`src/rtl/arm_cu_pkg.sv`:
```
// arm_cu_pkg: shared LDM/STM sequencer state encodings, addressing modes and sizing constants
package arm_cu_pkg;
    typedef enum logic [1:0] {IDLE = 2'd0, ACTIVE = 2'd1, DONE = 2'd2} lsm_state_e;
    // Mode encoding is {P_BIT, U_BIT} straight from the instruction word
    typedef enum logic [1:0] {MODE_DA = 2'b00, MODE_IA = 2'b01, MODE_DB = 2'b10, MODE_IB = 2'b11} lsm_mode_e;
    localparam int LSM_WORD_BYTES = 4;
endpackage

```
`src/rtl/lsm_sequencer_if.sv`:
```
// lsm_sequencer_if: control-unit <-> LDM/STM sequencer bus; PC_IN_LIST exists only with LSM_PC_FLAG_EN
interface lsm_sequencer_if #(parameter int ADDR_W = 32);
    logic START;
    logic STEP;
    logic [15:0] REG_LIST;
    logic P_BIT;
    logic U_BIT;
    logic [ADDR_W-1:0] BASE;
    logic LSM_DETECT;
    logic LSM_END;
    logic [3:0] REG_NUM;
    logic [ADDR_W-1:0] ADDR;
    logic [ADDR_W-1:0] WB_ADDR;
    logic [4:0] COUNT;
    logic BUSY;
`ifdef LSM_PC_FLAG_EN
    logic PC_IN_LIST;
`endif
    modport master (
        output START, STEP, REG_LIST, P_BIT, U_BIT, BASE,
        input
`ifdef LSM_PC_FLAG_EN
        PC_IN_LIST,
`endif
        LSM_DETECT, LSM_END, REG_NUM, ADDR, WB_ADDR, COUNT, BUSY
    );
    modport slave (
        input START, STEP, REG_LIST, P_BIT, U_BIT, BASE,
        output
`ifdef LSM_PC_FLAG_EN
        PC_IN_LIST,
`endif
        LSM_DETECT, LSM_END, REG_NUM, ADDR, WB_ADDR, COUNT, BUSY
    );
endinterface

```
`src/rtl/lsm_prio_enc.sv`:
```
// lsm_prio_enc: index of the lowest set bit of a 16-bit vector, with valid
module lsm_prio_enc (
    input  logic [15:0] vec,
    output logic [3:0]  idx,
    output logic        valid
);
    always_comb begin
        idx = '0;
        valid = |vec;
        for (int i = 15; i >= 0; i--)
            if (vec[i]) idx = 4'(i);
    end
endmodule

```
`src/rtl/lsm_sequencer.sv`:
```
// lsm_sequencer: walks an LDM/STM register list lowest-first, issuing register number and ascending word address.
// Define LSM_PC_FLAG_EN to add PC_IN_LIST (R15 present in the latched list).
module lsm_sequencer
    import arm_cu_pkg::*;
#(
    parameter int ADDR_W = 32,
    parameter int WORD_BYTES = LSM_WORD_BYTES
) (
    input logic CLK,
    input logic RESET,
    lsm_sequencer_if.slave bus
);
    lsm_state_e state;
    lsm_mode_e mode;
    logic [15:0] pending, pending_next, enc_in;
    logic [4:0] cnt;
    logic [ADDR_W-1:0] span, wb, start;
    logic [3:0] enc_idx;
    logic enc_valid, last_next;
    assign mode = lsm_mode_e'({bus.P_BIT, bus.U_BIT});
    always_comb begin
        cnt = '0;
        for (int i = 0; i < 16; i++)
            cnt = cnt + 5'(bus.REG_LIST[i]);
        span = ADDR_W'(cnt) * ADDR_W'(WORD_BYTES);
        wb = bus.U_BIT ? bus.BASE + span : bus.BASE - span;
        start = mode == MODE_IA ? bus.BASE :
                mode == MODE_IB ? bus.BASE + ADDR_W'(WORD_BYTES) :
                mode == MODE_DB ? wb : wb + ADDR_W'(WORD_BYTES);
        pending_next = pending & ~(16'd1 << bus.REG_NUM);
        last_next = (pending_next != '0) && ((pending_next & (pending_next - 16'd1)) == '0);
        // In IDLE the encoder finds the first register; in ACTIVE, the one after the current
        enc_in = state == ACTIVE ? pending_next : bus.REG_LIST;
    end
    lsm_prio_enc u_enc (.vec(enc_in), .idx(enc_idx), .valid(enc_valid));
    always_ff @(posedge CLK) begin
        if (RESET) begin
            state <= IDLE;
            pending <= '0;
            bus.LSM_DETECT <= 1'b0;
            bus.LSM_END <= 1'b0;
            bus.REG_NUM <= '0;
            bus.ADDR <= '0;
            bus.WB_ADDR <= '0;
            bus.COUNT <= '0;
            bus.BUSY <= 1'b0;
`ifdef LSM_PC_FLAG_EN
            bus.PC_IN_LIST <= 1'b0;
`endif
        end else begin
            case (state)
                IDLE: if (bus.START) begin
                    pending <= bus.REG_LIST;
                    bus.COUNT <= cnt;
                    bus.ADDR <= start;
                    bus.WB_ADDR <= wb;
                    bus.BUSY <= 1'b1;
                    bus.LSM_DETECT <= cnt != '0;
                    // One register is both first and last; an empty list goes straight to DONE
                    bus.LSM_END <= cnt <= 5'd1;
                    if (enc_valid) bus.REG_NUM <= enc_idx;
                    state <= cnt != '0 ? ACTIVE : DONE;
`ifdef LSM_PC_FLAG_EN
                    bus.PC_IN_LIST <= bus.REG_LIST[15];
`endif
                end
                ACTIVE: if (bus.STEP) begin
                    pending <= pending_next;
                    bus.ADDR <= bus.ADDR + ADDR_W'(WORD_BYTES);
                    if (enc_valid) bus.REG_NUM <= enc_idx;
                    bus.LSM_DETECT <= !bus.LSM_END;
                    bus.LSM_END <= bus.LSM_END | last_next;
                    state <= bus.LSM_END ? DONE : ACTIVE;
                end
                DONE: begin
                    bus.LSM_END <= 1'b0;
                    bus.BUSY <= 1'b0;
                    state <= IDLE;
                end
                default: state <= IDLE;
            endcase
        end
    end
endmodule

```
`src/flat_wrapper.sv`:
```
// flat-port wrapper written by rule: the top's interface ports become plain ports
module lsm_sequencer_flat import arm_cu_pkg::*;
#(
    parameter int ADDR_W = 32,
    parameter int WORD_BYTES = LSM_WORD_BYTES
)
  (CLK, RESET, bus_START, bus_STEP, bus_REG_LIST, bus_P_BIT, bus_U_BIT, bus_BASE, bus_LSM_DETECT, bus_LSM_END, bus_REG_NUM, bus_ADDR, bus_WB_ADDR, bus_COUNT, bus_BUSY);
  lsm_sequencer_if #(.ADDR_W(ADDR_W)) bus_i ();
  input logic CLK;
  input logic RESET;
  input wire logic [$bits(bus_i.START)-1:0] bus_START;
  input wire logic [$bits(bus_i.STEP)-1:0] bus_STEP;
  input wire logic [$bits(bus_i.REG_LIST)-1:0] bus_REG_LIST;
  input wire logic [$bits(bus_i.P_BIT)-1:0] bus_P_BIT;
  input wire logic [$bits(bus_i.U_BIT)-1:0] bus_U_BIT;
  input wire logic [$bits(bus_i.BASE)-1:0] bus_BASE;
  output wire logic [$bits(bus_i.LSM_DETECT)-1:0] bus_LSM_DETECT;
  output wire logic [$bits(bus_i.LSM_END)-1:0] bus_LSM_END;
  output wire logic [$bits(bus_i.REG_NUM)-1:0] bus_REG_NUM;
  output wire logic [$bits(bus_i.ADDR)-1:0] bus_ADDR;
  output wire logic [$bits(bus_i.WB_ADDR)-1:0] bus_WB_ADDR;
  output wire logic [$bits(bus_i.COUNT)-1:0] bus_COUNT;
  output wire logic [$bits(bus_i.BUSY)-1:0] bus_BUSY;
  assign bus_i.START = bus_START;
  assign bus_i.STEP = bus_STEP;
  assign bus_i.REG_LIST = bus_REG_LIST;
  assign bus_i.P_BIT = bus_P_BIT;
  assign bus_i.U_BIT = bus_U_BIT;
  assign bus_i.BASE = bus_BASE;
  assign bus_LSM_DETECT = bus_i.LSM_DETECT;
  assign bus_LSM_END = bus_i.LSM_END;
  assign bus_REG_NUM = bus_i.REG_NUM;
  assign bus_ADDR = bus_i.ADDR;
  assign bus_WB_ADDR = bus_i.WB_ADDR;
  assign bus_COUNT = bus_i.COUNT;
  assign bus_BUSY = bus_i.BUSY;
  lsm_sequencer #(.ADDR_W(ADDR_W), .WORD_BYTES(WORD_BYTES)) u_core (.CLK(CLK), .RESET(RESET), .bus(bus_i));
endmodule
```
`config.mk`:
```
export PLATFORM = sky130hd
export DESIGN_NAME = lsm_sequencer_flat
export DESIGN_NICKNAME = d
export VERILOG_FILES = /design/src/rtl/arm_cu_pkg.sv /design/src/rtl/lsm_sequencer_if.sv /design/src/rtl/lsm_prio_enc.sv /design/src/rtl/lsm_sequencer.sv /design/src/flat_wrapper.sv
export SDC_FILE = /design/constraint.sdc
export NUM_CORES = 1
export LEC_CHECK = 0
export BUFFER_PORTS_ARGS = -buffer_cell sky130_fd_sc_hd__buf_2
export CAP_MARGIN = 10
export CORE_AREA = 2 2 130 164
export DETAILED_ROUTE_END_ITERATION = 8
export DIE_AREA = 0 0 132 166
export PLACE_DENSITY = 0.78
export SLEW_MARGIN = 25
export SYNTH_ARGS = -nofsm -noshare
export SYNTH_HDL_FRONTEND = slang
export SYNTH_SLANG_ARGS = --single-unit
```
`constraint.sdc`:
```
create_clock -name CLK -period 7.5 [get_ports CLK]
set_input_delay 0.375 -clock CLK [delete_from_list [all_inputs] [get_ports CLK]]
set_output_delay 0.375 -clock CLK [all_outputs]
set_load 0.05 [all_outputs]
```
* Word-level counts from Yosys, hierarchy flattened
Index checks and enable logic that the tools add are counted.
** Storage, ports and cells
- Flip-flop bits (word level) :: 94
- Word-level logic and storage cells :: 102
- Bits of input ports :: 54
- Output and inout bits :: 76
** Cells by class
- Bitwise operators :: 4
- Reduce and logical (&&, ||, !) cells :: 15
- Shifts and indexed selects :: 1
- $lt $le $gt $ge :: 1
- Multiplexer cells :: 44
- Equal/unequal tests :: 7
- Add/subtract/negate cells :: 21
** Operator list (count)
- $mux W32 :: 6
- $add A32 B3 Y32 const B :: 3
- $mux W4 :: 19
- $add A5 B1 Y5 :: 14
- $pmux W32 S2 :: 1
- $mux W16 :: 3
- $add A32 B7 Y32 :: 1
- $and A16 B16 Y16 :: 2
- $pmux W16 S2 :: 1
- $sub A32 B7 Y32 :: 1
- $logic_not A16 Y1 :: 1
- $not A16 Y16 :: 1
- $reduce_bool A16 Y1 :: 1
- $reduce_or A16 Y1 :: 1
- $shl A1 B4 Y16 const A :: 1
- $sub A16 B1 Y16 const B :: 1
- $mux W2 :: 4
- $pmux W4 S2 :: 1
- $eq A2 B2 Y1 const B :: 3
- $reduce_and A2 Y1 :: 3
- $reduce_and A3 Y1 :: 2
- $le A5 B1 Y1 const B :: 1
- $mux W1 :: 5
- $reduce_bool A5 Y1 :: 1
- other kinds (12) :: 16

* Depth between registers and ports, before layout
- Depth after elaboration :: 23
- Gate-level depth with buffers :: 29
- Gate-level depth less buffers :: 29

* Modules after synthesis
A second synthesis with hierarchy kept.
** Second synthesis, totals
- Cells, all modules :: 1248
- Area total of the unflattened synthesis :: 9123.8 sq um
** Modules (own cells, without submodules)
- lsm_sequencer :: cells each 1214, times used 1, area an instance 8947.3 sq um
- lsm_prio_enc :: cells each 34, times used 1, area an instance 176.4 sq um

* Least setup slack after synthesis
No wires, ideal clock.
- Kind :: input -> register
- From :: input bus_REG_LIST[0]
- To :: register u_core.bus.ADDR[30] (netlist bit)
- Slack :: 0.431 ns
- Library setup time :: 0.114 ns
- Stages on the path :: 27
- Arrival :: 6.954 ns
- Cells stage by stage :: ha_1 -> inv_1 -> fa_1 -> fa_1 -> fa_1 -> fa_1 -> fa_1 -> inv_1 -> fa_1 -> inv_1 -> ha_1 -> and3_1 -> ha_1 -> nand2_1 -> o21ai_0 -> ha_1 -> o211a_1 -> o31a_1 -> o31a_1 -> a211o_1 -> mux2_4 -> a211oi_1 -> nor4b_4 -> nand3_1 -> nor2_1 -> xor2_1 -> a2111oi_0
** Between the ends
- Word-level cells in the longest chain between the ends :: 23
- Elaborated cells between the ends (all ways) :: 24
- Those cells by class :: add/sub: 18; mux: 6
** Ends and longest elaborated chain
- from (decl) :: line flat_wrapper.sv:13 : input wire logic [$bits(bus_i.REG_LIST)-1:0] bus_REG_LIST;
- $add A1 B1 Y2 * :: line lsm_sequencer.sv:24 : cnt = cnt + 5'(bus.REG_LIST[i]);
- $add A5 B1 Y5 * (14 in a row) :: line lsm_sequencer.sv:24
- net u_core.cnt[1] :: line lsm_sequencer.sv:16 : logic [4:0] cnt;
- $sub A32 B7 Y32 or $add A32 B7 Y32 (tied branches) :: line lsm_sequencer.sv:26 : wb = bus.U_BIT ? bus.BASE + span : bus.BASE - span;
- $mux W32 * :: line lsm_sequencer.sv:26
- $add A32 B3 Y32 :: line lsm_sequencer.sv:29 : mode == MODE_DB ? wb : wb + ADDR_W'(WORD_BYTES);
- $mux W32 * :: line lsm_sequencer.sv:29
- $mux W32 * :: line lsm_sequencer.sv:28 : mode == MODE_IB ? bus.BASE + ADDR_W'(WORD_BYTES) :
- $mux W32 * :: line lsm_sequencer.sv:27 : start = mode == MODE_IA ? bus.BASE :
- $mux W32 * :: line lsm_sequencer.sv:52 : IDLE: if (bus.START) begin
- $pmux W32 S2 * :: line lsm_sequencer.sv:51 : case (state)
- to (signal assigned) :: line lsm_sequencer.sv:55 : bus.ADDR <= start;
- to (signal assigned) :: line lsm_sequencer.sv:69 : bus.ADDR <= bus.ADDR + ADDR_W'(WORD_BYTES);
- to (decl) :: line lsm_sequencer_if.sv:33 : LSM_DETECT, LSM_END, REG_NUM, ADDR, WB_ADDR, COUNT, BUSY
The timed path passes the listed nets; every way through them passes the cells marked *. The select of a mux whose other input is x is not followed.
A chain may end at the register's enable or synchronous reset.

* Worst setup path after layout
- From :: input bus_REG_LIST[0]
- To :: register u_core.bus.ADDR[25] (netlist bit)
** Between the ends
- Word-level cells in the longest chain between the ends :: 23
- Elaborated cells between the ends (all ways) :: 24
- Those cells by class :: add/sub: 18; mux: 6
** Ends and longest elaborated chain (line)
- $add A1 B1 Y2 * :: lsm_sequencer.sv:24
- $add A5 B1 Y5 * (14 in a row) :: lsm_sequencer.sv:24
- $sub A32 B7 Y32 or $add A32 B7 Y32 (tied branches) :: lsm_sequencer.sv:26
- $mux W32 * :: lsm_sequencer.sv:26
- $add A32 B3 Y32 :: lsm_sequencer.sv:29
- $mux W32 * :: lsm_sequencer.sv:29
- $mux W32 * :: lsm_sequencer.sv:28
- $mux W32 * :: lsm_sequencer.sv:27
- $mux W32 * :: lsm_sequencer.sv:52
- $pmux W32 S2 * :: lsm_sequencer.sv:51
Every way passes the cells marked *; elsewhere a longest branch is shown, timed or not. The select of a mux whose other input is x is not followed.

==> reports/metrics.csv <==
stage,metric,value,unit
outcome,outcome,finished clean,
grt,GRT overflow,0,
detailed_routing,Vias,10500,
min_path,HP Class,input pin to flip-flop,
yosys,Seq cells post-synth,94,
cts,TritonCTS clock tree,done,
setup_path,Setup CP Type,input pin to flip-flop,
detailed_routing,Starting DRT DRC Count,846,
place,hpwl dp,24500,µm
floorplanning,Die W,132,µm
cells_and_area,nets,1578,
detailed_routing,number of routed nets with antenna violations,0,
sta,actual slew at the worst max-slew pin,0.811,ns
detailed_routing,routed vias/inst,5.97,
setup_path,crit path capture type,flip-flop,
yosys,"EDFF count, synth",0,
sta,Finish-stage setup viols,0,
cells_and_area,Final Util,55.3,%
sta,fin. max-slew vios,0,
place,DP Area,0.0107,mm²
sta,Fmax achieved,138,MHz
flow_run,max-cap violations,0,
cells_and_area,share of layout cells above drive strength 1,23.9,%
floorplanning,Std-Cell Rows,59,
cts,Clock Tree Buf Depth,2,
cells_and_area,multi-input logic area,0.00690,mm²
setup_path,Worst EP required,7.76,ns
yosys,Mapped Avg Cell Area,7.08,µm²
cells_and_area,"commonest non-fill, non-tap cell in the layout",nand2_1,
sta,period utilization,96.9,%
yosys,Post-Syn Instances,1280,
cts,H-tree Lvls,3,
floorplanning,Die Y,166,µm
yosys,Synth area leader,dfxtp_1,
floorplanning,core footprint,0.0204,mm²
grt,vias in the first global route,9886,
place,port bufs,129,
yosys,synth warn,0,
cts,worst skew pair latency,0.37,ns
cells_and_area,# fillers,1948,
yosys,Synth Flop Type,dfxtp_1,
cts,TritonCTS buffer count,9,
grt,GR Util All Layers,28.4,%
setup_path,max incr delay on CP,0.56,ns
cts,clock sink count,94,
yosys,Synth Net Count,1384,
grt,largest net degree at the start of global routing,73,
cts,Hold Buf Count CTS,0,
detailed_routing,routed wire length,31900,µm
sta,final setup margin,0.236,ns
setup_path,Setup crit start kind,input pin,
yosys,Synth top area share,20.8,%
grt,first-pass GRT wire length,50600,µm
cts,Root Driver,clkbuf_16,
sta,Hold Fails Final Rpt,0,
cells_and_area,P&R area growth vs syn,24.8,%
pwr,PwrDens,530,mW/mm²
place,DP Worst Slack,-0.195,ns
pwr,maximum VDD drop,0.223,mV
floorplanning,die area,0.0219,mm²
setup_path,Worst Path Arrival,7.53,ns
cells_and_area,most frequent cells in the layout,"nand2_1 (159), nor2_1 (140), buf_4 (130), buf_2 (126), a21oi_1 (113)",
detailed_routing,drt drc,0,
detailed_routing,WL/cell,18.2,µm
yosys,asr flop ratio synth,0,%
floorplanning,initial core utilization,44.3,%
setup_path,CP max stage cell,fa_2,
place,GP Congestion,0.982,
yosys,Syn Std Cell Area,0.00907,mm²
cells_and_area,Register Area,0.00188,mm²
sta,Period minus WS final,7.26,ns
cells_and_area,final instance area,0.0113,mm²
pwr,Pwr Total,5.99,mW
cts,"Reg clk slew, reported paths",0.08,ns
grt,antenna violations before repair,0,
sta,Worst slew margin,44.5,%
detailed_routing,Pre-antenna DRT Iters,7,
floorplanning,I/O Pins,130,
pwr,Leak,4.74,nW
setup_path,"Max FO, Critical Path",6,
yosys,Synth cell types,91,
cells_and_area,diode count,0,
sta,Fin Clk Skew,0.0223,ns
yosys,ranking of synthesized cells by area,"dfxtp_1 (21%), nand2_1 (6.7%), a21oi_1 (6.7%)",
yosys,register area share after synthesis,20.8,%
-- per-stage QoR --
| step | hold slack [ns] | instances | TNS, ns |
|---|---|---|---|
| 3_3_place_gp | 0.442 | 1731 | -0.179 |
| 2_1_floorplan | 0.475 | 1280 | 0 |
| 4_1_cts | 0.266 | 1747 | 0 |
| 6_report | 0.269 | 1753 | 0 |
| 5_1_grt | 0.269 | 1753 | -0.146 |
| 3_5_place_dp | 0.445 | 1731 | -1.67 |
-- registers in the layout (all words and copies together) (netlist names) --
name                   cells
u_core.bus.LSM_DETECT      1
u_core.bus.WB_ADDR        32
u_core.pending            16
u_core.bus.REG_NUM         4
u_core.state               2
u_core.bus.BUSY            1
u_core.bus.COUNT           5
u_core.bus.ADDR           32
u_core.bus.LSM_END         1
-- area by class of cell --
cell class,instances,area share [%]
Sequential cell,94,16.6
Clock inverter,7,0.641
Timing Repair Buffer,261,14.8
Tap cell,274,3.03
Clock buffer,9,1.99
Multi-Input combinational cell,1050,61.0
Inverter,58,1.95
-- power breakdown --
group | internal (mW) | switching, mW
sequential | 0.688 | 0.206
clock | 0.236 | 0.241
combinational | 1.80 | 2.82
total | 2.73 | 3.27
-- path summary, 6_finish.rpt --
path | from | endpoint | slack [ns] | cells past startpoint
max | bus_REG_LIST[0] | u_core.bus.ADDR[25] | 0.24 | 30
min | bus_BASE[0] | u_core.bus.WB_ADDR[0] | 0.27 | 3
max reg2reg | u_core.bus.REG_NUM[0] | u_core.bus.LSM_END | 3.94 | 11
min reg2reg | u_core.bus.WB_ADDR[2] | u_core.bus.WB_ADDR[2] | 0.45 | 2
-- cells in the mapped netlist (27+ instances only) --
master    number
xnor2_1       50
nor3_1        27
inv_1         58
a21oi_1      121
xor2_1        30
nand2_1      162
clkbuf_1      59
o21ai_0       63
nor2_1       141
nand3_1       49
a211oi_1      38
dfxtp_1       94
ha_1          39
-- routing by layer --
layer	global-route usage [%]	vias up	share of wire (%)
met2	49.0	465	48
met3	2.81	106	5.9
met4	17.2	0	6.4
met1	33.9	4892	39
li1	-	5001	-
met5	0	-	0
-- worst max-delay path: cells and delay by family --
kind	cells	cell delay [ns]
buffers and inverters	6	0.70
xor gates and xnor gates	2	0.46
adders and majority gates	9	3.53
and+or+nand+nor	5	0.80
muxes	1	0.32
AOI/OAI and AO/OA	7	1.33
-- kinds of logic after synthesis --
family          synth area share (%)
fa+ha+maj                       8.25
compound gates                  26.4
mux                             2.00
flops                           20.8
simple gates                    28.9
xor+xnor                        7.73
buf+inv                         5.96
-- timing repair --
item / 4_1_cts / 5_1_grt
gates resized for setup: 0 / 60
endpoints found under the hold margin: 0 / 0
endpoints found under the setup margin: 0 / 20
buffers inserted: 0 / 6
Note: power is estimated with default switching activity, not from simulation.
